[config.mk]
export PLATFORM = sky130hd
export DESIGN_NAME = muldiv_unit
export DESIGN_NICKNAME = d
export VERILOG_FILES = /design/src/rtl/muldiv_pkg.sv /design/src/rtl/muldiv_step.sv /design/src/rtl/muldiv_unit.sv
export SDC_FILE = /design/constraint.sdc
export NUM_CORES = 1
export LEC_CHECK = 0
export ABC_AREA = 1
export CAP_MARGIN = 40
export CELL_PAD_IN_SITES_DETAIL_PLACEMENT = 1
export CELL_PAD_IN_SITES_GLOBAL_PLACEMENT = 2
export CORE_ASPECT_RATIO = 0.7
export CORE_MARGIN = 2
export CORE_UTILIZATION = 32
export CTS_BUF_LIST = sky130_fd_sc_hd__clkbuf_4
export DETAILED_ROUTE_END_ITERATION = 10
export HOLD_SLACK_MARGIN = 0.03
export PLACE_DENSITY_LB_ADDON = 0.25
export SYNTH_ARGS = -nofsm -noshare
export SYNTH_HDL_FRONTEND = slang
export SYNTH_SLANG_ARGS = --single-unit
[constraint.sdc]
create_clock -name clk -period 3.45 [get_ports clk]
set_input_delay 0.345 -clock clk [delete_from_list [all_inputs] [get_ports clk]]
set_output_delay 0.345 -clock clk [all_outputs]
set_load 0.01 [all_outputs]
[src/rtl/muldiv_pkg.sv]
// Package: muldiv_pkg
// Shared definitions for the iterative multiply/divide unit:
//   op_e    - operation codes presented on the 3-bit op port
//   state_e - sequencing states of muldiv_unit
//   is_arith_op / is_signed_op / is_div_op - small decode helpers
package muldiv_pkg;

    typedef enum logic [2:0] {
        OP_MULT  = 3'd0,
        OP_MULTU = 3'd1,
        OP_DIV   = 3'd2,
        OP_DIVU  = 3'd3,
        OP_MTHI  = 3'd4,
        OP_MTLO  = 3'd5
    } op_e;

    typedef enum logic [1:0] {
        ST_IDLE = 2'd0,
        ST_CALC = 2'd1,
        ST_FIX  = 2'd2
    } state_e;

    // True for the four ops that run through the iterative datapath.
    function automatic logic is_arith_op(input logic [2:0] op);
        return (op == OP_MULT) || (op == OP_MULTU) || (op == OP_DIV) || (op == OP_DIVU);
    endfunction

    function automatic logic is_signed_op(input logic [2:0] op);
        return (op == OP_MULT) || (op == OP_DIV);
    endfunction

    function automatic logic is_div_op(input logic [2:0] op);
        return (op == OP_DIV) || (op == OP_DIVU);
    endfunction

endpackage

[src/rtl/muldiv_step.sv]
// Module: muldiv_step
// One combinational radix-2 iteration shared by multiply and divide.
//   is_div  in  select restoring-divide step (1) or shift-add multiply step (0)
//   m       in  multiplicand (mul) or divisor (div) magnitude
//   hi_in   in  upper accumulator half: partial product / partial remainder
//   lo_in   in  lower accumulator half: multiplier bits / dividend-quotient bits
//   hi_out  out upper accumulator after the step
//   lo_out  out lower accumulator after the step
// Multiply: add m when the current multiplier LSB is set, then shift the
//   whole {hi,lo} pair right by one; after WIDTH steps {hi,lo} is the product.
// Divide: shift the next dividend bit into the remainder, trial-subtract m,
//   keep the difference when it does not borrow and shift the quotient bit
//   into lo; after WIDTH steps lo is the quotient and hi the remainder.
module muldiv_step #(
    parameter int WIDTH = 32
) (
    input  logic             is_div,
    input  logic [WIDTH-1:0] m,
    input  logic [WIDTH-1:0] hi_in,
    input  logic [WIDTH-1:0] lo_in,
    output logic [WIDTH-1:0] hi_out,
    output logic [WIDTH-1:0] lo_out
);

    logic [WIDTH:0]   sum;
    logic [WIDTH:0]   shifted;
    logic [WIDTH+1:0] diff;
    logic             borrow;
    logic             unused_diff_msb;

    // A non-borrowing difference is below m, so bit WIDTH is always zero there.
    assign unused_diff_msb = diff[WIDTH];

    always_comb begin
        sum     = {1'b0, hi_in} + (lo_in[0] ? {1'b0, m} : '0);
        shifted = {hi_in, lo_in[WIDTH-1]};
        diff    = {1'b0, shifted} - {2'b00, m};
        borrow  = diff[WIDTH+1];
        if (is_div) begin
            hi_out = borrow ? shifted[WIDTH-1:0] : diff[WIDTH-1:0];
            lo_out = {lo_in[WIDTH-2:0], ~borrow};
        end else begin
            hi_out = sum[WIDTH:1];
            lo_out = {sum[0], lo_in[WIDTH-1:1]};
        end
    end

endmodule

[src/rtl/muldiv_unit.sv]
// Module: muldiv_unit
// Iterative multiply/divide unit owning the HI/LO register pair.
//   clk    in   clock
//   rst_n  in   asynchronous active-low reset
//   start  in   launch op (accepted only while not busy and not flushing)
//   op     in   operation code (muldiv_pkg::op_e)
//   a      in   rs operand: multiplicand / dividend / MTHI,MTLO data
//   b      in   rt operand: multiplier / divisor
//   flush  in   abort the in-flight op; hi/lo keep their old values
//   busy   out  op in flight
//   done   out  one-cycle pulse after hi/lo were written by MULT/DIV
//   hi     out  HI register (product high half / remainder)
//   lo     out  LO register (product low half / quotient)
// Sequence: IDLE -> CALC (WIDTH/UNROLL cycles) -> FIX (1 cycle) -> IDLE.
// Signed ops iterate on magnitudes and apply the sign correction in FIX.
module muldiv_unit
    import muldiv_pkg::*;
#(
    parameter int WIDTH  = 32,
    parameter int UNROLL = 1
) (
    input  logic             clk,
    input  logic             rst_n,
    input  logic             start,
    input  logic [2:0]       op,
    input  logic [WIDTH-1:0] a,
    input  logic [WIDTH-1:0] b,
    input  logic             flush,
    output logic             busy,
    output logic             done,
    output logic [WIDTH-1:0] hi,
    output logic [WIDTH-1:0] lo
);

    localparam int ITER  = WIDTH / UNROLL;
    localparam int CNT_W = (ITER > 1) ? $clog2(ITER) : 1;
    localparam logic [CNT_W-1:0] CNT_LAST = CNT_W'(ITER - 1);

    state_e           state_q, state_d;
    logic [CNT_W-1:0] cnt_q, cnt_d;
    logic [WIDTH-1:0] acc_hi_q, acc_hi_d;
    logic [WIDTH-1:0] acc_lo_q, acc_lo_d;
    logic [WIDTH-1:0] m_q, m_d;
    logic             is_div_q, is_div_d;
    logic             neg_p_q, neg_p_d;     // negate product / quotient
    logic             neg_r_q, neg_r_d;     // negate remainder (sign of dividend)
    logic             div_zero_q, div_zero_d;
    logic [WIDTH-1:0] hi_q, hi_d;
    logic [WIDTH-1:0] lo_q, lo_d;
    logic             busy_q, busy_d;
    logic             done_q, done_d;

    // Unrolled step chain: stage g feeds stage g+1 within one clock.
    logic [WIDTH-1:0] chain_hi [UNROLL+1];
    logic [WIDTH-1:0] chain_lo [UNROLL+1];

    assign chain_hi[0] = acc_hi_q;
    assign chain_lo[0] = acc_lo_q;

    for (genvar g = 0; g < UNROLL; g++) begin : g_step
        muldiv_step #(.WIDTH(WIDTH)) u_step (
            .is_div (is_div_q),
            .m      (m_q),
            .hi_in  (chain_hi[g]),
            .lo_in  (chain_lo[g]),
            .hi_out (chain_hi[g+1]),
            .lo_out (chain_lo[g+1])
        );
    end

    // Operand magnitudes and sign flags for launch.
    logic             a_neg, b_neg;
    logic [WIDTH-1:0] a_mag, b_mag;

    always_comb begin
        a_neg = is_signed_op(op) && a[WIDTH-1];
        b_neg = is_signed_op(op) && b[WIDTH-1];
        a_mag = a_neg ? -a : a;
        b_mag = b_neg ? -b : b;
    end

    // Sign-corrected results, consumed in FIX.
    logic [2*WIDTH-1:0] prod_raw, prod_fix;
    logic [WIDTH-1:0]   quot_fix, rem_fix;

    always_comb begin
        prod_raw = {acc_hi_q, acc_lo_q};
        prod_fix = neg_p_q ? -prod_raw : prod_raw;
        quot_fix = neg_p_q ? -acc_lo_q : acc_lo_q;
        rem_fix  = neg_r_q ? -acc_hi_q : acc_hi_q;
        // Divide by zero: magnitude arithmetic already leaves |a| in the
        // remainder (sign-fixed back to a); the quotient is forced to all ones.
        if (div_zero_q) begin
            quot_fix = '1;
        end
    end

    always_comb begin
        // NOTE: every *_d defaults to its *_q first so no path through the
        // case below can leave a variable unassigned and infer a latch.
        state_d    = state_q;
        cnt_d      = cnt_q;
        acc_hi_d   = acc_hi_q;
        acc_lo_d   = acc_lo_q;
        m_d        = m_q;
        is_div_d   = is_div_q;
        neg_p_d    = neg_p_q;
        neg_r_d    = neg_r_q;
        div_zero_d = div_zero_q;
        hi_d       = hi_q;
        lo_d       = lo_q;
        busy_d     = busy_q;
        done_d     = 1'b0;

        unique case (state_q)
            ST_IDLE: begin
                // flush outranks start, so a squashed instruction never launches.
                if (start && !flush) begin
                    if (is_arith_op(op)) begin
                        state_d    = ST_CALC;
                        busy_d     = 1'b1;
                        cnt_d      = CNT_LAST;
                        is_div_d   = is_div_op(op);
                        neg_p_d    = a_neg ^ b_neg;
                        neg_r_d    = a_neg;
                        div_zero_d = is_div_op(op) && (b == '0);
                        acc_hi_d   = '0;
                        if (is_div_op(op)) begin
                            acc_lo_d = a_mag;
                            m_d      = b_mag;
                        end else begin
                            acc_lo_d = b_mag;
                            m_d      = a_mag;
                        end
                    end else if (op == OP_MTHI) begin
                        hi_d = a;
                    end else if (op == OP_MTLO) begin
                        lo_d = a;
                    end
                end
            end

            ST_CALC: begin
                if (flush) begin
                    state_d = ST_IDLE;
                    busy_d  = 1'b0;
                    cnt_d   = '0;
                end else begin
                    acc_hi_d = chain_hi[UNROLL];
                    acc_lo_d = chain_lo[UNROLL];
                    if (cnt_q == '0) begin
                        state_d = ST_FIX;
                    end else begin
                        cnt_d = cnt_q - 1'b1;
                    end
                end
            end

            ST_FIX: begin
                state_d = ST_IDLE;
                busy_d  = 1'b0;
                if (!flush) begin
                    done_d = 1'b1;
                    if (is_div_q) begin
                        hi_d = rem_fix;
                        lo_d = quot_fix;
                    end else begin
                        hi_d = prod_fix[2*WIDTH-1:WIDTH];
                        lo_d = prod_fix[WIDTH-1:0];
                    end
                end
            end

            default: begin
                state_d = ST_IDLE;
                busy_d  = 1'b0;
            end
        endcase
    end

    // NOTE: sequential state uses non-blocking assignments so every flop
    // samples its *_d value from before this edge, independent of order.
    always_ff @(posedge clk or negedge rst_n) begin
        if (!rst_n) begin
            state_q    <= ST_IDLE;
            cnt_q      <= '0;
            acc_hi_q   <= '0;
            acc_lo_q   <= '0;
            m_q        <= '0;
            is_div_q   <= 1'b0;
            neg_p_q    <= 1'b0;
            neg_r_q    <= 1'b0;
            div_zero_q <= 1'b0;
            hi_q       <= '0;
            lo_q       <= '0;
            busy_q     <= 1'b0;
            done_q     <= 1'b0;
        end else begin
            state_q    <= state_d;
            cnt_q      <= cnt_d;
            acc_hi_q   <= acc_hi_d;
            acc_lo_q   <= acc_lo_d;
            m_q        <= m_d;
            is_div_q   <= is_div_d;
            neg_p_q    <= neg_p_d;
            neg_r_q    <= neg_r_d;
            div_zero_q <= div_zero_d;
            hi_q       <= hi_d;
            lo_q       <= lo_d;
            busy_q     <= busy_d;
            done_q     <= done_d;
        end
    end

    assign busy = busy_q;
    assign done = done_q;
    assign hi   = hi_q;
    assign lo   = lo_q;

endmodule
==> results.ini, run 1 <==
[synth]
yosysSeqAreaShare=0.238
postSynthAreaPerCell_um2=5.76
ys_seq_elements=173
syn-num-nets=3296
syn-cell-area_mm2=0.0182
synth.distinct_cells=52
netlist_instances=3153
ys_warn_count=0

[pwr]
power_uw=21200
power.density_mw_per_mm2=1010
p_leak_uw=0.0106
ir_worst_vdd_mv=0.415

[sta]
tightest_slew_ns=0.941
clock.fmax_mhz=301
clock_skew_ns=0.0706
timing.final.ws_setup_ns=0.131
period_share=0.962
max-slew-margin-rel=0.371
hold_viol_final=0
slew_violations=0
setup_viol=0
fin_crit_ns=3.32

[grt]
grt_max_degree=61
grt_pass1_wl_mm=152
grt_pass1_vias=22100
track_usage=0.358
antenna_found_initial=2
overflow=0

[setup_path]
startpoint=m_q[17]$_DFFE_PN0P_
critPathTopFamily=simple AND/OR/NAND/NOR gates
critPathLaunchType=register
critical_path_buf_inv_count=1
critical_path.max_stage_delay_ns=0.55
r2r_setup_slack_ns=0.13
endpoint_kind=register
required_ns=4.13
setup.worst_path.end=acc_hi_q[22]$_DFFE_PN0P_
path_max_fanout=25
r2r-end=acc_hi_q[22]$_DFFE_PN0P_
path_cells=inv_1 > ha_1 > nand2_1 > nor3_2 > and2_1 > nand2_4 > nand2_8 > nand4_1 > nand4_1 > nand2_1
r2r_start=m_q[17]$_DFFE_PN0P_
cp.arrival_ns=3.99
cp_slowest_cell=dfrtp_1
worst-path-stages=10
rr_worst_depth=10
critical_path_class=reg -> reg

[clock_network]
cts.sinks=173
numCtsBuffers=17
insertion_delay_ns=0.78
cts_buffer_depth=2
clk_pin_slew_worst_paths_ns=0.23
cts_tree=yes
root_buffer=clkbuf_4
htreeDepth=4

[final_layout]
fin_util=0.379
fin_nets=3441
layout-drive-gt1-share=0.0580
finalNonFillerCells=4053
area_growth_pct=16.2
design_area_mm2=0.0211

[drt]
vias=22600
remaining_drc_errors=0
drt-pass1-iter-count=5
drtIter0Drc=2398
wire_per_inst_um=26.1
wirelength_mm=106
postRouteAntennaNets=0
viasPerCell=5.58

[placed_design]
io_buffers=136
preCtsSetupSlack_ns=0.101
dp_cells=4016
placed_area_mm2=0.0207
gp_congestion=1.04
dpl.hpwl_mm=88.6

[floorplanning]
io_pins=137
die_width_um=289
die-area_mm2=0.0587
core_mm2=0.0557
rows=72
start_util=0.326
die_h_um=203

[run_status]
status=finished, final reports clean

[job]
drv_cap=0

[min_path]
min_path_type=in -> async

[final cells by class]
type                            count  area, µm²
Multi-Input combinational cell   2436      11700
Clock buffer                       17        128
Timing Repair Buffer              227       2120
Tap cell                          740        926
Inverter                          443       1660
Fill cell                        7589      34600
Clock inverter                     15        186
Sequential cell                   173       4340
Antenna cell                        2       5.00
[where the power goes]
part	internal [µW]	switching, µW
Clock	355	1060
Combinational	4780	10700
Sequential	2960	1370
[synth_stat cells (all sizes together)]
master,n,share of area
o21a,1,0.00041
clkinv,3,0.00062
nor4,5,0.0017
and2,4,0.0014
nand2,899,0.19
a31oi,10,0.0034
a32o,1,0.00055
a211o,1,0.00048
nand3,333,0.093
clkbuf,59,0.012
o221ai,14,0.0068
ha,70,0.048
or2,8,0.0028
a22oi,9,0.0037
a21boi,4,0.0017
nand4,56,0.019
o211ai,24,0.010
nand3b,10,0.0041
fa,2,0.0022
nor3b,1,0.00041
inv,440,0.091
buf,42,0.013
o41ai,2,0.00097
xor2,37,0.018
nor3,37,0.011
a21o,2,0.00083
o21bai,9,0.0039
a21oi,235,0.066
o31ai,3,0.0012
xnor2,9,0.0043
dfrtp,173,0.24
nor2,461,0.098
o21ai,189,0.052
[routing by layer]
layer,vias to the layer above,global-route usage,part of all wire
li1,10500,-,-
met1,11100,0.538,0.48
met2,927,0.459,0.37
met5,-,0,0
met3,82,0.155,0.13
met4,0,0.0779,0.019
[flip-flops by register name, indices dropped and copies added, names as in the netlist, 2 cells and up]
signal,flops
acc_hi_q,32
acc_lo_q,32
cnt_q,5
hi,32
lo,32
m_q,32
state_q,2
[per-stage QoR]
step | setup TNS [ns] | hold WS (ns)
finish | 0 | 0.158
floorplan | 0 | 0.0494
CTS | 0 | 0.137
global placement | 0 | 0.424
detailed placement | 0 | 0.407
global route | -0.00292 | 0.179
[cell usage in the layout, fill, tap and decap left out, types with 8 or more instances in the layout]
cell             synthesis  final
o21ai_1                 24     24
nand3b_1                10     10
clkbuf_4                 0     17
xor2_1                  37     37
o21ai_0                164    164
nor3_1                  34     34
inv_1                  424    424
inv_2                   16     16
o211ai_1                23     23
xnor2_1                  9      9
buf_4                    0     82
nor2_2                   9      9
ha_1                    70     69
a31oi_1                 10     10
nor2_1                 449    447
a22oi_1                  9      9
a21oi_1                231    231
o221ai_1                14     14
clkdlybuf4s50_1          0    135
dfrtp_1                173    164
nand3_1                328    328
nand4_1                 56     56
nand2_1                892    892
dfrtp_2                  0      9
o21bai_1                 8      8
[kinds of logic (layout without fill, tap and decap cells)]
logic type                 count (synthesis)  after routing  share of synthesized area
AOI/OAI and AO/OA                        504            504                      0.153
xor gates and xnor gates                  46             46                     0.0222
adders and majority gates                 72             72                     0.0505
buffers and inverters                    544            702                      0.117
DFF                                      173            173                      0.238
other                                      0              2                          0
and+or+nand+nor                         1814           1814                      0.420
[worst register-to-register path: cells and delay by family, from the launching register on]
family                     cells  cell delay, ns
adders and majority gates      1            0.45
buffers and inverters          1            0.14
DFF                            1            0.55
and+or+nand+nor                8            2.12
[worst min path at each step]
| stage | to | slack [ns] | cells after the start |
|---|---|---|---|
| finish | cnt_q[1]$_DFFE_PN0P_ | 0.16 | 2 |
| global route | cnt_q[2]$_DFFE_PN0P_ | 0.18 | 2 |
| CTS | acc_hi_q[16]$_DFFE_PN0P_ | 0.14 | 2 |
| detailed placement | cnt_q[1]$_DFFE_PN0P_ | 0.41 | 1 |
| global placement | cnt_q[0]$_DFFE_PN0P_ | 0.42 | 1 |
| floorplan | acc_hi_q[0]$_DFFE_PN0P_ | 0.05 | 0 |
[what timing repair did]
action / in CTS / in global routing
setup endpoints to repair: 0 / 9
hold buffers: 1 / 0
endpoints found under the hold margin: 57 / 0
buffers inserted: 0 / 1
resized for setup: 0 / 10
Note: power is estimated with default switching activity, not from simulation.
==> inputs of run 2 (changes only) <==
- CORE_ASPECT_RATIO: 0.7 -> 2
==> run 2 against run 1 <==
Compared with the run above:
- via count up 1.3%
- routed wire length up 11%
- sequential power up 0.9%
- non-clock buffer count up 9
- sequential share of layout area down 0.070 points
- total power up 3.1%
- clock-buffer cell count up 2
- largest power group unchanged
- highest routed layer is now met5
- first-iteration DRC count down 41%
- cell count up 0.57%
- critical path depth up 2
==> results.ini, run 2 (synthesis results as in run 1) <==
[setup_path]
rr_worst_depth=12  ; +2
endpoint_kind=register
critPathTopFamily=simple AND/OR/NAND/NOR gates
critical_path_class=reg -> reg
required_ns=4.09  ; -0.04 ns
r2r_start=acc_hi_q[19]$_DFFE_PN0P_
cp.arrival_ns=3.93  ; -0.06 ns
cp_slowest_cell=dfrtp_1
r2r-end=acc_hi_q[22]$_DFFE_PN0P_
path_max_fanout=15  ; -40%
critical_path_buf_inv_count=1  ; unchanged
crit_top_cell=nand2_1
critical_path.max_stage_delay_ns=0.78  ; +0.23 ns
path_cells=ha_1 > a21oi_1 > nand2_1 > nand2_1 > nand2_1 > a21oi_4 > nand2_4 > buf_4 > nor2_4 > nand2_1 > nand4_1 > nand2_1
critPathLaunchType=register
r2r_setup_slack_ns=0.16  ; +0.03 ns

[clock_network]
numCtsBuffers=17  ; unchanged
insertion_delay_ns=0.73  ; -0.05 ns
root_buffer=clkbuf_4
cts_tree=yes
clk_pin_slew_worst_paths_ns=0.20  ; -0.03 ns
cts_buffer_depth=2  ; unchanged
cts.sinks=173  ; unchanged
htreeDepth=4  ; unchanged

[floorplanning]
core_mm2=0.0562  ; +0.90%
io_pins=137  ; unchanged
die-area_mm2=0.0588  ; +0.15%
rows=123  ; +71%
start_util=0.323  ; -0.00290
die_width_um=172  ; -40%
die_h_um=341  ; +68%

[sta]
fin_crit_ns=3.29  ; -0.0294 ns
clock_skew_ns=0.0435  ; -0.0271 ns
hold_viol_final=0  ; unchanged
clock.fmax_mhz=304  ; +0.89%
slew_violations=0  ; unchanged
setup_viol=0  ; unchanged
period_share=0.954  ; -0.00852
max-slew-margin-rel=0.397  ; +0.0266
rsz0062_at_grt=no
tightest_slew_ns=0.904  ; -0.0365 ns

[drt]
viasPerCell=5.62  ; +0.69%
drt-pass1-iter-count=7  ; +2
postRouteAntennaNets=0  ; unchanged
wire_per_inst_um=28.9  ; +11%
drtIter0Drc=1412  ; -41%
wirelength_mm=118  ; +11%
vias=22900  ; +1.3%
remaining_drc_errors=0  ; unchanged

[min_path]
min_path_type=in -> async

[grt]
met2_usage=0.702  ; +0.243
grt_pass1_vias=24000  ; +8.4%
grt_max_degree=79  ; +30%
antenna_found_initial=11  ; +9
overflow=0  ; unchanged
track_usage=0.404  ; +0.0457
top_usage_layer=met2
grt_util_met1=0.355  ; -0.183
grt_pass1_wl_mm=166  ; +9.3%
grtUsageMet3=0.0934  ; -0.0618

[placed_design]
dp_cells=4036  ; +0.50%
gp_congestion=1.03  ; -0.93%
io_buffers=136  ; unchanged
dpl.hpwl_mm=96.8  ; +9.3%

[pwr]
power_uw=21900  ; +3.1%
p_leak_uw=0.0106  ; +0.33%
ir_worst_vdd_mv=0.367  ; -11%
power.density_mw_per_mm2=1040  ; +2.8%

[job]
drv_cap=0  ; unchanged

[final_layout]
area_growth_pct=16.5
finalNonFillerCells=4076  ; +0.57%
fin_util=0.376  ; -0.00252
final_common_cell=nand2_1
layout_common_cells=nand2_1 (892), nor2_1 (446), inv_1 (424), nand3_1 (327), a21oi_1 (231)
fin_nets=3450  ; +0.26%
layout-drive-gt1-share=0.0596  ; +0.00165

[run_status]
status=finished, final reports clean

[run 2: cell count changes in the layout (fill, tap and decap cells not counted), moves of 3 or more]
cell and delta:
dfrtp_2 -4, buf_4 +10, dfrtp_1 +4, clkinv_4 -3, inv_6 +4, diode_2 +4
[run 2: final cells by class]
cell class | instances | area, µm²
diodes | 6 | 15.0
clock buffers | 19 | 143
clock inverters | 13 | 138
fillers | 7655 | 35000
inverters | 443 | 1660
multi-input cells | 2436 | 11700
flip-flops and latches | 173 | 4340
well taps | 750 | 938
repair buffers | 236 | 2190
[run 2: where the power goes]
group	internal [µW]	leakage (µW)	total, µW	switching (µW)
clock network	347	0.000153	1340	996
registers	2950	0.00204	4360	1410
logic	4880	0.00843	16200	11300
[run 2: timing repair]
item                                    CTS  global route
hold endpoints to repair                 75             0
setup buffers                             0             0
hold buffers                              1             0
resized for setup                         0             6
endpoints found under the setup margin    0             9
[run 2: how the worst max path moves through the flow]
stage / startpoint / to / slack [ns] / cells past startpoint
4_1_cts: acc_hi_q[19]$_DFFE_PN0P_ / acc_hi_q[22]$_DFFE_PN0P_ / 0.18 / 12
6_report: acc_hi_q[19]$_DFFE_PN0P_ / acc_hi_q[22]$_DFFE_PN0P_ / 0.16 / 12
5_1_grt: acc_lo_q[0]$_DFFE_PN0P_ / acc_hi_q[23]$_DFFE_PN0P_ / 0.01 / 14
3_5_place_dp: a[0] / acc_lo_q[18]$_DFFE_PN0P_ / 0.15 / 11
2_1_floorplan: acc_lo_q[0]$_DFFE_PN0P_ / acc_hi_q[29]$_DFFE_PN0P_ / 0.96 / 19
3_3_place_gp: b[0] / m_q[17]$_DFFE_PN0P_ / -0.11 / 11
[run 2: per-stage QoR]
stage | hold slack (ns) | instance area (µm²) | setup WS, ns | setup TNS (ns)
floorplan | 0.0494 | 18200 | 0.962 | 0
global placement | 0.473 | 20800 | -0.110 | -0.110
detailed placement | 0.479 | 20800 | 0.154 | 0
CTS | 0.277 | 21100 | 0.183 | 0
global route | 0.300 | 21100 | 0.0128 | 0
finish | 0.245 | 21100 | 0.160 | 0
[run 2: metal layers]
layer / part of all wire / vias to the layer above / routed length, µm
li1: - / 10500 / -
met1: 0.31 / 11100 / 36800
met2: 0.50 / 830 / 58500
met5: 0.00059 / - / 69
met3: 0.051 / 496 / 5950
met4: 0.14 / 10 / 16400
